<file path="config.mk">
export PLATFORM = sky130hd
export DESIGN_NAME = spi_master_param
export DESIGN_NICKNAME = d
export VERILOG_FILES = /design/src/rtl/spi_master_param.sv
export SDC_FILE = /design/constraint.sdc
export NUM_CORES = 1
export LEC_CHECK = 0
export BUFFER_PORTS_ARGS = -buffer_cell sky130_fd_sc_hd__buf_2
export CAP_MARGIN = 30
export CORE_MARGIN = 2
export CORE_UTILIZATION = 50
export CTS_CLUSTER_DIAMETER = 30
export DETAILED_ROUTE_END_ITERATION = 8
export GPL_ROUTABILITY_DRIVEN = 0
export PLACE_DENSITY = 0.8
export SKIP_CTS_REPAIR_TIMING = 1
export SYNTH_ARGS = -nofsm -noshare
export SYNTH_HDL_FRONTEND = slang
export SYNTH_SLANG_ARGS = --single-unit
</file>
<file path="constraint.sdc">
create_clock -name sys_clk -period 4.55 [get_ports sys_clk]
set_input_delay 0.2275 -clock sys_clk [delete_from_list [all_inputs] [get_ports sys_clk]]
set_output_delay 0.2275 -clock sys_clk [all_outputs]
set_load 0.05 [all_outputs]
</file>
<file path="src/rtl/spi_master_param.sv">
`default_nettype none
// ============================================================================
// Module   : spi_master_param
// Brief    : Parametrised SPI master (CPOL/CPHA modes 0-3, runtime divider,
//            multi-CS, CS-held bursts). Define SPI_LSB_FIRST_EN to add
//            lsb_first_i for LSB-first transfers.
// Revision : 1.0 - initial release
// ============================================================================
module spi_master_param #(
    parameter int DATA_W = 8,
    parameter int CS_NUM = 1,
    parameter int DIV_W  = 8,
    localparam int c_sel_w = (CS_NUM > 1) ? $clog2(CS_NUM) : 1
) (
    input  logic                sys_clk,
    input  logic                sys_rst_n,
    input  logic                cpol_i,
    input  logic                cpha_i,
    input  logic [DIV_W-1:0]    clk_div_i,
    input  logic                tx_valid_i,
    output logic                tx_ready_o,
    input  logic [DATA_W-1:0]   tx_data_i,
    input  logic [c_sel_w-1:0]  tx_cs_sel_i,
    input  logic                tx_last_i,
`ifdef SPI_LSB_FIRST_EN
    input  logic                lsb_first_i,
`endif
    output logic [DATA_W-1:0]   rx_data_o,
    output logic                rx_valid_o,
    output logic                busy_o,
    output logic                spi_clk_o,
    output logic                spi_mosi_o,
    output logic [CS_NUM-1:0]   spi_cs_o,
    input  logic                spi_miso_i
);
    localparam int                c_hp_w    = $clog2(2 * DATA_W);
    localparam logic [c_hp_w-1:0] c_hp_last = c_hp_w'(2 * DATA_W - 1);

    typedef enum logic [2:0] {
        S_IDLE   = 3'd0,
        S_LEAD   = 3'd1,
        S_XFER   = 3'd2,
        S_TRAIL  = 3'd3,
        S_LINGER = 3'd4
    } state_t;

    state_t              r_state;
    logic [DATA_W-1:0]   r_tx;
    logic [DATA_W-1:0]   r_rx;
    logic [DATA_W-1:0]   r_rx_data;
    logic [DIV_W-1:0]    r_div;
    logic [DIV_W-1:0]    r_hcnt;
    logic [c_hp_w-1:0]   r_hp;
    logic [CS_NUM-1:0]   r_cs;
    logic                r_cpol;
    logic                r_cpha;
    logic                r_last;
    logic                r_lsb;
    logic                r_sclk;
    logic                r_mosi;
    logic                r_ready;
    logic                r_rx_valid;
    logic                r_busy;

    logic                w_lsb_in;
    logic                w_accept;
    logic                w_hp_end;
    logic                w_lead_edge;
    logic                w_sample;
    logic                w_shift;
    logic                w_first_bit;
    logic                w_cur_bit;
    logic                w_next_bit;
    logic [DATA_W-1:0]   w_tx_shift;
    logic [DATA_W-1:0]   w_rx_next;
    logic [CS_NUM-1:0]   w_cs_dec;

`ifdef SPI_LSB_FIRST_EN
    assign w_lsb_in = lsb_first_i;
`else
    assign w_lsb_in = 1'b0;
`endif

    assign w_accept    = tx_valid_i & r_ready;
    assign w_hp_end    = (r_hcnt == r_div);
    // Edge k closes half-period k; even k moves SCLK away from CPOL.
    assign w_lead_edge = ~r_hp[0];
    assign w_sample    = w_hp_end & (w_lead_edge ^ r_cpha);
    assign w_shift     = w_hp_end & ~(w_lead_edge ^ r_cpha);

    assign w_first_bit = w_lsb_in ? tx_data_i[0] : tx_data_i[DATA_W-1];
    assign w_tx_shift  = r_lsb ? (r_tx >> 1) : (r_tx << 1);
    assign w_cur_bit   = r_lsb ? r_tx[0] : r_tx[DATA_W-1];
    assign w_next_bit  = r_lsb ? w_tx_shift[0] : w_tx_shift[DATA_W-1];
    assign w_rx_next   = r_lsb ? {spi_miso_i, r_rx[DATA_W-1:1]}
                               : {r_rx[DATA_W-2:0], spi_miso_i};

    // Out-of-range selects leave every chip select high.
    always_comb begin
        w_cs_dec = '1;
        for (int i = 0; i < CS_NUM; i++) begin
            if (tx_cs_sel_i == c_sel_w'(i)) begin
                w_cs_dec[i] = 1'b0;
            end
        end
    end

    always_ff @(posedge sys_clk) begin
        if (!sys_rst_n) begin
            r_state    <= S_IDLE;
            r_tx       <= '0;
            r_rx       <= '0;
            r_rx_data  <= '0;
            r_div      <= '0;
            r_hcnt     <= '0;
            r_hp       <= '0;
            r_cs       <= '1;
            r_cpol     <= 1'b0;
            r_cpha     <= 1'b0;
            r_last     <= 1'b0;
            r_lsb      <= 1'b0;
            r_sclk     <= 1'b1;
            r_mosi     <= 1'b0;
            r_ready    <= 1'b0;
            r_rx_valid <= 1'b0;
            r_busy     <= 1'b0;
        end else begin
            r_rx_valid <= 1'b0;
            if (w_accept) begin
                r_tx    <= tx_data_i;
                r_rx    <= '0;
                r_cpol  <= cpol_i;
                r_cpha  <= cpha_i;
                r_div   <= clk_div_i;
                r_last  <= tx_last_i;
                r_lsb   <= w_lsb_in;
                r_mosi  <= w_first_bit;
                r_sclk  <= cpol_i;
                r_hcnt  <= '0;
                r_hp    <= '0;
                r_ready <= 1'b0;
                r_busy  <= 1'b1;
            end
            case (r_state)
                S_IDLE: begin
                    r_sclk <= cpol_i;
                    if (w_accept) begin
                        r_cs    <= w_cs_dec;
                        r_state <= S_LEAD;
                    end else begin
                        r_ready <= 1'b1;
                    end
                end
                S_LEAD: begin
                    if (w_hp_end) begin
                        r_hcnt  <= '0;
                        r_hp    <= '0;
                        r_state <= S_XFER;
                    end else begin
                        r_hcnt <= r_hcnt + 1'b1;
                    end
                end
                S_XFER: begin
                    if (w_hp_end) begin
                        r_hcnt <= '0;
                        if (w_sample) begin
                            r_rx <= w_rx_next;
                        end
                        if (w_shift) begin
                            r_tx   <= w_tx_shift;
                            r_mosi <= r_cpha ? w_cur_bit : w_next_bit;
                        end
                        if (r_hp == c_hp_last) begin
                            r_sclk     <= r_cpol;
                            r_rx_valid <= 1'b1;
                            // In CPHA=1 the final sample lands on this very edge.
                            r_rx_data  <= r_cpha ? w_rx_next : r_rx;
                            if (r_last) begin
                                r_state <= S_TRAIL;
                            end else begin
                                r_state <= S_LINGER;
                                r_ready <= 1'b1;
                            end
                        end else begin
                            r_sclk <= ~r_sclk;
                            r_hp   <= r_hp + 1'b1;
                        end
                    end else begin
                        r_hcnt <= r_hcnt + 1'b1;
                    end
                end
                S_TRAIL: begin
                    if (w_hp_end) begin
                        r_hcnt  <= '0;
                        r_cs    <= '1;
                        r_ready <= 1'b1;
                        r_busy  <= 1'b0;
                        r_state <= S_IDLE;
                    end else begin
                        r_hcnt <= r_hcnt + 1'b1;
                    end
                end
                S_LINGER: begin
                    if (w_accept) begin
                        r_state <= S_XFER;
                    end
                end
                default: begin
                    r_state <= S_IDLE;
                end
            endcase
        end
    end

    assign tx_ready_o = r_ready;
    assign rx_data_o  = r_rx_data;
    assign rx_valid_o = r_rx_valid;
    assign busy_o     = r_busy;
    assign spi_clk_o  = r_sclk;
    assign spi_mosi_o = r_mosi;
    assign spi_cs_o   = r_cs;

endmodule
`default_nettype wire

</file>
Word level (Yosys, flattened, before mapping):

Index checks and enable logic that the tools add are counted.

* bits in registers: 56
* output and inout port bits: 14
* word-level logic and storage cells: 94

* add/subtract/negate cells: 2
* eq/ne operators: 12
* multiplexer cells: 49
* bitwise operators: 7
* reduce and logical (&&, ||, !) cells: 8

Operator list (number)
* 8-bit two-way mux: 12
* 1-bit two-way mux: 21
* 3-bit two-way mux: 7
* 4-bit two-way mux: 4
* 3-bit one-hot mux with 5 select lines: 1
* 2-bit != test, second input constant: 6
* 3-bit AND reduction: 3
* 8-bit by 1-bit adder with 8-bit output, second input constant: 1
* 8-bit equality test: 1
* 4-bit one-hot mux with 2 select lines: 1
* 3-bit by 2-bit equality test with 1-bit output, second input constant: 2
* 6-bit AND reduction: 1
* 4-bit by 1-bit adder with 4-bit output, second input constant: 1
* 4-bit equality test, second input constant: 1
* 1-bit one-hot mux with 2 select lines: 2
* 2-bit nonzero test: 2
* 1-bit bitwise AND: 3
* 3-bit by 1-bit equality test with 1-bit output, second input constant: 1
* 3-bit equality test, second input constant: 1
* 3-bit logical NOT: 1
* 1-bit NOT: 3
* 1-bit one-hot mux with 3 select lines: 1
* 3-bit OR reduction: 1
* 1-bit bitwise XOR: 1

Longest topological paths before layout:

* depth in word-level cells: 7
* mapped depth: 8
* mapped depth without buffers: 6

Least setup slack after synthesis:

OpenSTA, ideal clock, no wires.

* path kind: register to register
* start point: register r_hcnt[4]
* end point: register r_hp[0]
* library setup time: 0.086 ns
* arrival: 1.771 ns
* required time: 4.464 ns
* setup slack: 2.693 ns
* stages on the path, launching flop included: 7
* period minus slack after synthesis: 1.857 ns
* cell sequence: dfxtp_1 > buf_6 > xor2_1 > nor4_4 > nand2_2 > or4_4 > a221oi_2

* word-level cells in the longest chain between the ends: 3
* elaborated cells on any way between the ends: 4
* those cells by class: 1 x eq/ne; 3 x mux

RTL lines
* start: declaration: RTL line 52 `logic [DIV_W-1:0] r_hcnt;`
* start signal: assignment: RTL line 160 `r_hcnt <= r_hcnt + 1'b1;`
* start signal: assignment: RTL line 189 `r_hcnt <= r_hcnt + 1'b1;`
* start signal: assignment: RTL line 200 `r_hcnt <= r_hcnt + 1'b1;`
* 8-bit equality test *: RTL line 85 `assign w_hp_end = (r_hcnt == r_div);`
* 4-bit two-way mux, on equally long branches: RTL line 164, 155
* 4-bit one-hot mux with 2 select lines *: RTL line 144 `case (r_state)`
* end signal: assignment: RTL line 186 `r_hp <= r_hp + 1'b1;`
* end: declaration: RTL line 53 `logic [c_hp_w-1:0] r_hp;`

Mark *: on every way between the ends. The rest lies on a longest branch, timed or not.
A chain may end at the register's enable or synchronous reset.

Worst setup path in the final report:

* start point: register r_state[1]
* end point: register r_mosi (netlist: spi_mosi_o)

* word-level cells in the longest chain between the ends: 2

RTL lines
* start: declaration: RTL line 47 `state_t r_state;`
* start signal: assignment: RTL line 110 `r_state <= S_IDLE;`
* start signal: assignment: RTL line 149 `r_state <= S_LEAD;`
* start signal: assignment: RTL line 158 `r_state <= S_XFER;`
* 3-bit by 2-bit equality test with 1-bit output: RTL line 144
* 1-bit two-way mux: RTL line 144
* end signal: assignment: RTL line 137 `r_mosi <= w_first_bit;`
* end signal: assignment: RTL line 171 `r_mosi <= r_cpha ? w_cur_bit : w_next_bit;`
* end: declaration: RTL line 60 `logic r_mosi;`

No other way between the ends.

==> summary by stage <==
Routing
The count of nets left with antenna violations once routing finished came out at 0. The detailed-router iteration count before antenna repair is 4. The routed wire length per instance is 13.7 um. The via count is 2,356. For this run, design rule violations remaining after detail routing come to 0. The aggregate routed wire length is 5740 um. The post-detailed-route via-to-cell ratio is 5.64.

The number of DRC markers after the initial detailed-route iteration is 148.

Die
The die is 77.6 um wide. The number of I/O pins is 38. The height of the die is 77.6 um. Row generation in the floorplan step produced 26 rows. The initial core utilization is 52.4%. The region available for standard cell placement spans 5170 um2. The die area is 6020 um2.

Power and ir drop
Across the VDD grid, the largest voltage drop is 0.000245 V. Power comes to 1.02 mW. The power per cell area is 339 nW/um2.

The standby leakage power is 1.23 nW.

GRT
The number of antenna violations at the first check in global routing is 0. For this run the aggregate overflow at the end of global routing stands at 0. The pin count of the biggest net entering global routing is 41.

The via count of the first global-routing pass is 2,133. The overall fraction of global-route tracks in use is 19.9%. The wire length of the first global-routing pass is 9780 um.

Synth
The synthesized net count is 348. The share of synthesized area in the top cell type comes to 41.4%. Among all cell types in the netlist, the one instantiated most often is sky130_fd_sc_hd__nand2_1. The flop and latch count out of synthesis is 56. Ranked by total cell area, the synthesized netlist is headed by sky130_fd_sc_hd__dfxtp_1 (41%), sky130_fd_sc_hd__nand2_1 (8.2%), sky130_fd_sc_hd__mux2i_1 (6.6%). The count of warnings emitted by yosys is 0.

Yosys mapped a number of flops with a built-in enable equal to 0. The fraction of the yosys area taken by sequential cells is 41.4%. The cell accounting for the most synthesized area is sky130_fd_sc_hd__dfxtp_1. The number of distinct library cells after synthesis is 51.

The most used flip-flop cell after synthesis is sky130_fd_sc_hd__dfxtp_1. The post-synthesis async set-or-reset flop share is 0%. The post-synthesis cell count is 322. Sorting the synthesized cells by how often they occur yields sky130_fd_sc_hd__nand2_1 (59), sky130_fd_sc_hd__dfxtp_1 (56), sky130_fd_sc_hd__nor2_1 (26).

The mapped cell area is 2710 um2. After synthesis, the mean cell area works out to 8.42 um2.

Cells and area
After the last flow step, the layout net total stands at 373. 0 antenna diodes ended up in the layout. The layout-stage area growth over the synthesis result is 11.4%.

The share of final-layout standard cells stronger than drive strength 1 is 16.4%.

STA
Setup violations remaining at the end of the flow were counted as 0. On the final layout, the worst clock skew is 11.3 ps. After layout, the minimum clock period comes to 2400 ps. Once routing completed, OpenROAD measured the worst setup slack at 2150 ps. The hold violation count in the final report is 0.

Derived from the worst setup path, the maximum achievable clock frequency is 416 MHz. Headroom to the max-slew limit came out at 57.0%. Across all hold checks on the routed design, the worst slack comes to 146 ps.

The post-route setup TNS is 0 ps. The final critical path takes up 52.8% of the cycle. Setup repair after global routing left no endpoint under its margin. The max-slew violation count is 0. The slew at the pin with the worst max-slew slack is 641 ps.

Clock tree
The clock sink total is 56. The number of CTS-inserted buffers is 5. In this run the deepest clock path goes through 2 buffers. The clock latency on the worst-skew pair is 310 ps. The level count of the clock H-tree is 2. The cell chosen for the clock root is sky130_fd_sc_hd__clkbuf_8.

Clock-pin slew was measured on the worst setup and hold paths at 100 ps. TritonCTS built the clock tree.

Worst setup path
The worst register-to-register path begins at r_state[1]. The slowest stage of the critical path belongs to the cell sky130_fd_sc_hd__dfxtp_1. The largest fanout on the critical path is 17. The signal on the critical path passes through or3b_1 -> nor3_1 -> nand4b_1 -> a211oi_1 -> a211oi_1.

Data on the critical path is required at its endpoint by 4720 ps. The worst endpoint data arrival time is 2570 ps. The critical path class is flop to flop. Tracing the worst setup path back leads to its startpoint at r_state[1]. The critical path endpoint category is a flop. Among the stages of the critical path, the cell type that occurs most often is sky130_fd_sc_hd__a211oi_1. STA classifies the critical path startpoint as a flop. In this design, the stage delay of the slowest critical-path cell is 590 ps.

Min path
The path class of the lowest-slack min-delay path is input pin to flop. In this run the most critical hold path is launched from clk_div_i[2].

Placement
Summed over all nets, the half-perimeter wirelength after detailed placement is 3930 um. The worst slack at placement is 2190 ps. During placement, the flow inserted port buffers numbering 37.

Job
The number of violations of the max-capacitance limit is 0.

Run status
The run finished with clean final reports.
## worst max-delay path: cells and delay by family (launching register included)
kind	cells	cell delay, ps
AOI/OAI and AO/OA	2	500
and+or+nand+nor	3	1190
DFF	1	590
## routing by layer
metal / vias up / GRT usage (%) / part of all wire, %
met4: 0 / 5.89 / 1.4
li1: 1205 / - / -
met1: 1081 / 25.8 / 47
met2: 59 / 32.8 / 47
met3: 11 / 5.00 / 4.5
met5: - / 0 / 0
## metrics by stage
step | instance area [um2] | std cells | util (%)
floorplan | 2710 | 322 | -
global placement | 2900 | 409 | 56.1
detailed placement | 2930 | 410 | 56.7
CTS | 3020 | 418 | 58.4
global route | 3020 | 418 | 58.4
finish | 3020 | 418 | 58.4
## state kept, by name (all words and copies together), names as in the netlist
register    flops
r_cpol          1
r_div           8
r_tx            8
tx_ready_o      1
r_hp            4
r_hcnt          8
spi_cs_o        1
rx_valid_o      1
r_cpha          1
busy_o          1
rx_data_o       8
r_state         3
r_last          1
r_rx            8
spi_clk_o       1
spi_mosi_o      1
## path summary, 6_finish.rpt
| path | end | slack (ps) | cells after the start |
|---|---|---|---|
| setup / recovery | spi_mosi_o | 2150 | 5 |
| hold / removal | r_div[2] | 150 | 3 |
| setup reg to reg | spi_mosi_o | 2150 | 5 |
| hold reg to reg | r_cpol | 460 | 2 |
## kinds of logic after synthesis
group / after synthesis / synth area share, %
and+or+nand+nor: 134 / 23.8
muxes: 18 / 6.65
adders and majority gates: 2 / 0.923
AOI/OAI and AO/OA: 77 / 19.8
DFF: 56 / 41.4
buffers and inverters: 23 / 3.60
xor gates and xnor gates: 12 / 3.88
## cell type report
cell class	count	area [um2]
Fill cell	462	2150
Multi-Input combinational cell	243	1490
Sequential cell	56	1120
Timing Repair Buffer	40	228
Tap cell	70	87.6
Clock buffer	5	68.8
Clock inverter	3	18.8
Inverter	1	3.75
## where the power goes
group	leakage, nW	internal [mW]	switching (mW)
sequential	0.454	0.513	0.0276
clock	0.0479	0.108	0.163
combinational	0.727	0.0750	0.137
## placed cells by master, fill, tap and decap left out, drive strengths merged, types with 2 or more instances in the layout
cell and instances:
nand2 60, dfxtp 56, buf 40, nor2 26
a21oi 22, nand3 19, mux2i 18, a211oi 11
xor2 10, o21ai 8, a311oi 7, nor2b 6
and3 5, a31oi 5, o211ai 5, clkbuf 5
nor3 4, clkinv 4, nor4 3, and2 3
a41oi 2, o31ai 2, a32o 2, xnor2 2
or3 2, ha 2
Power figures use the tool's default switching activity.
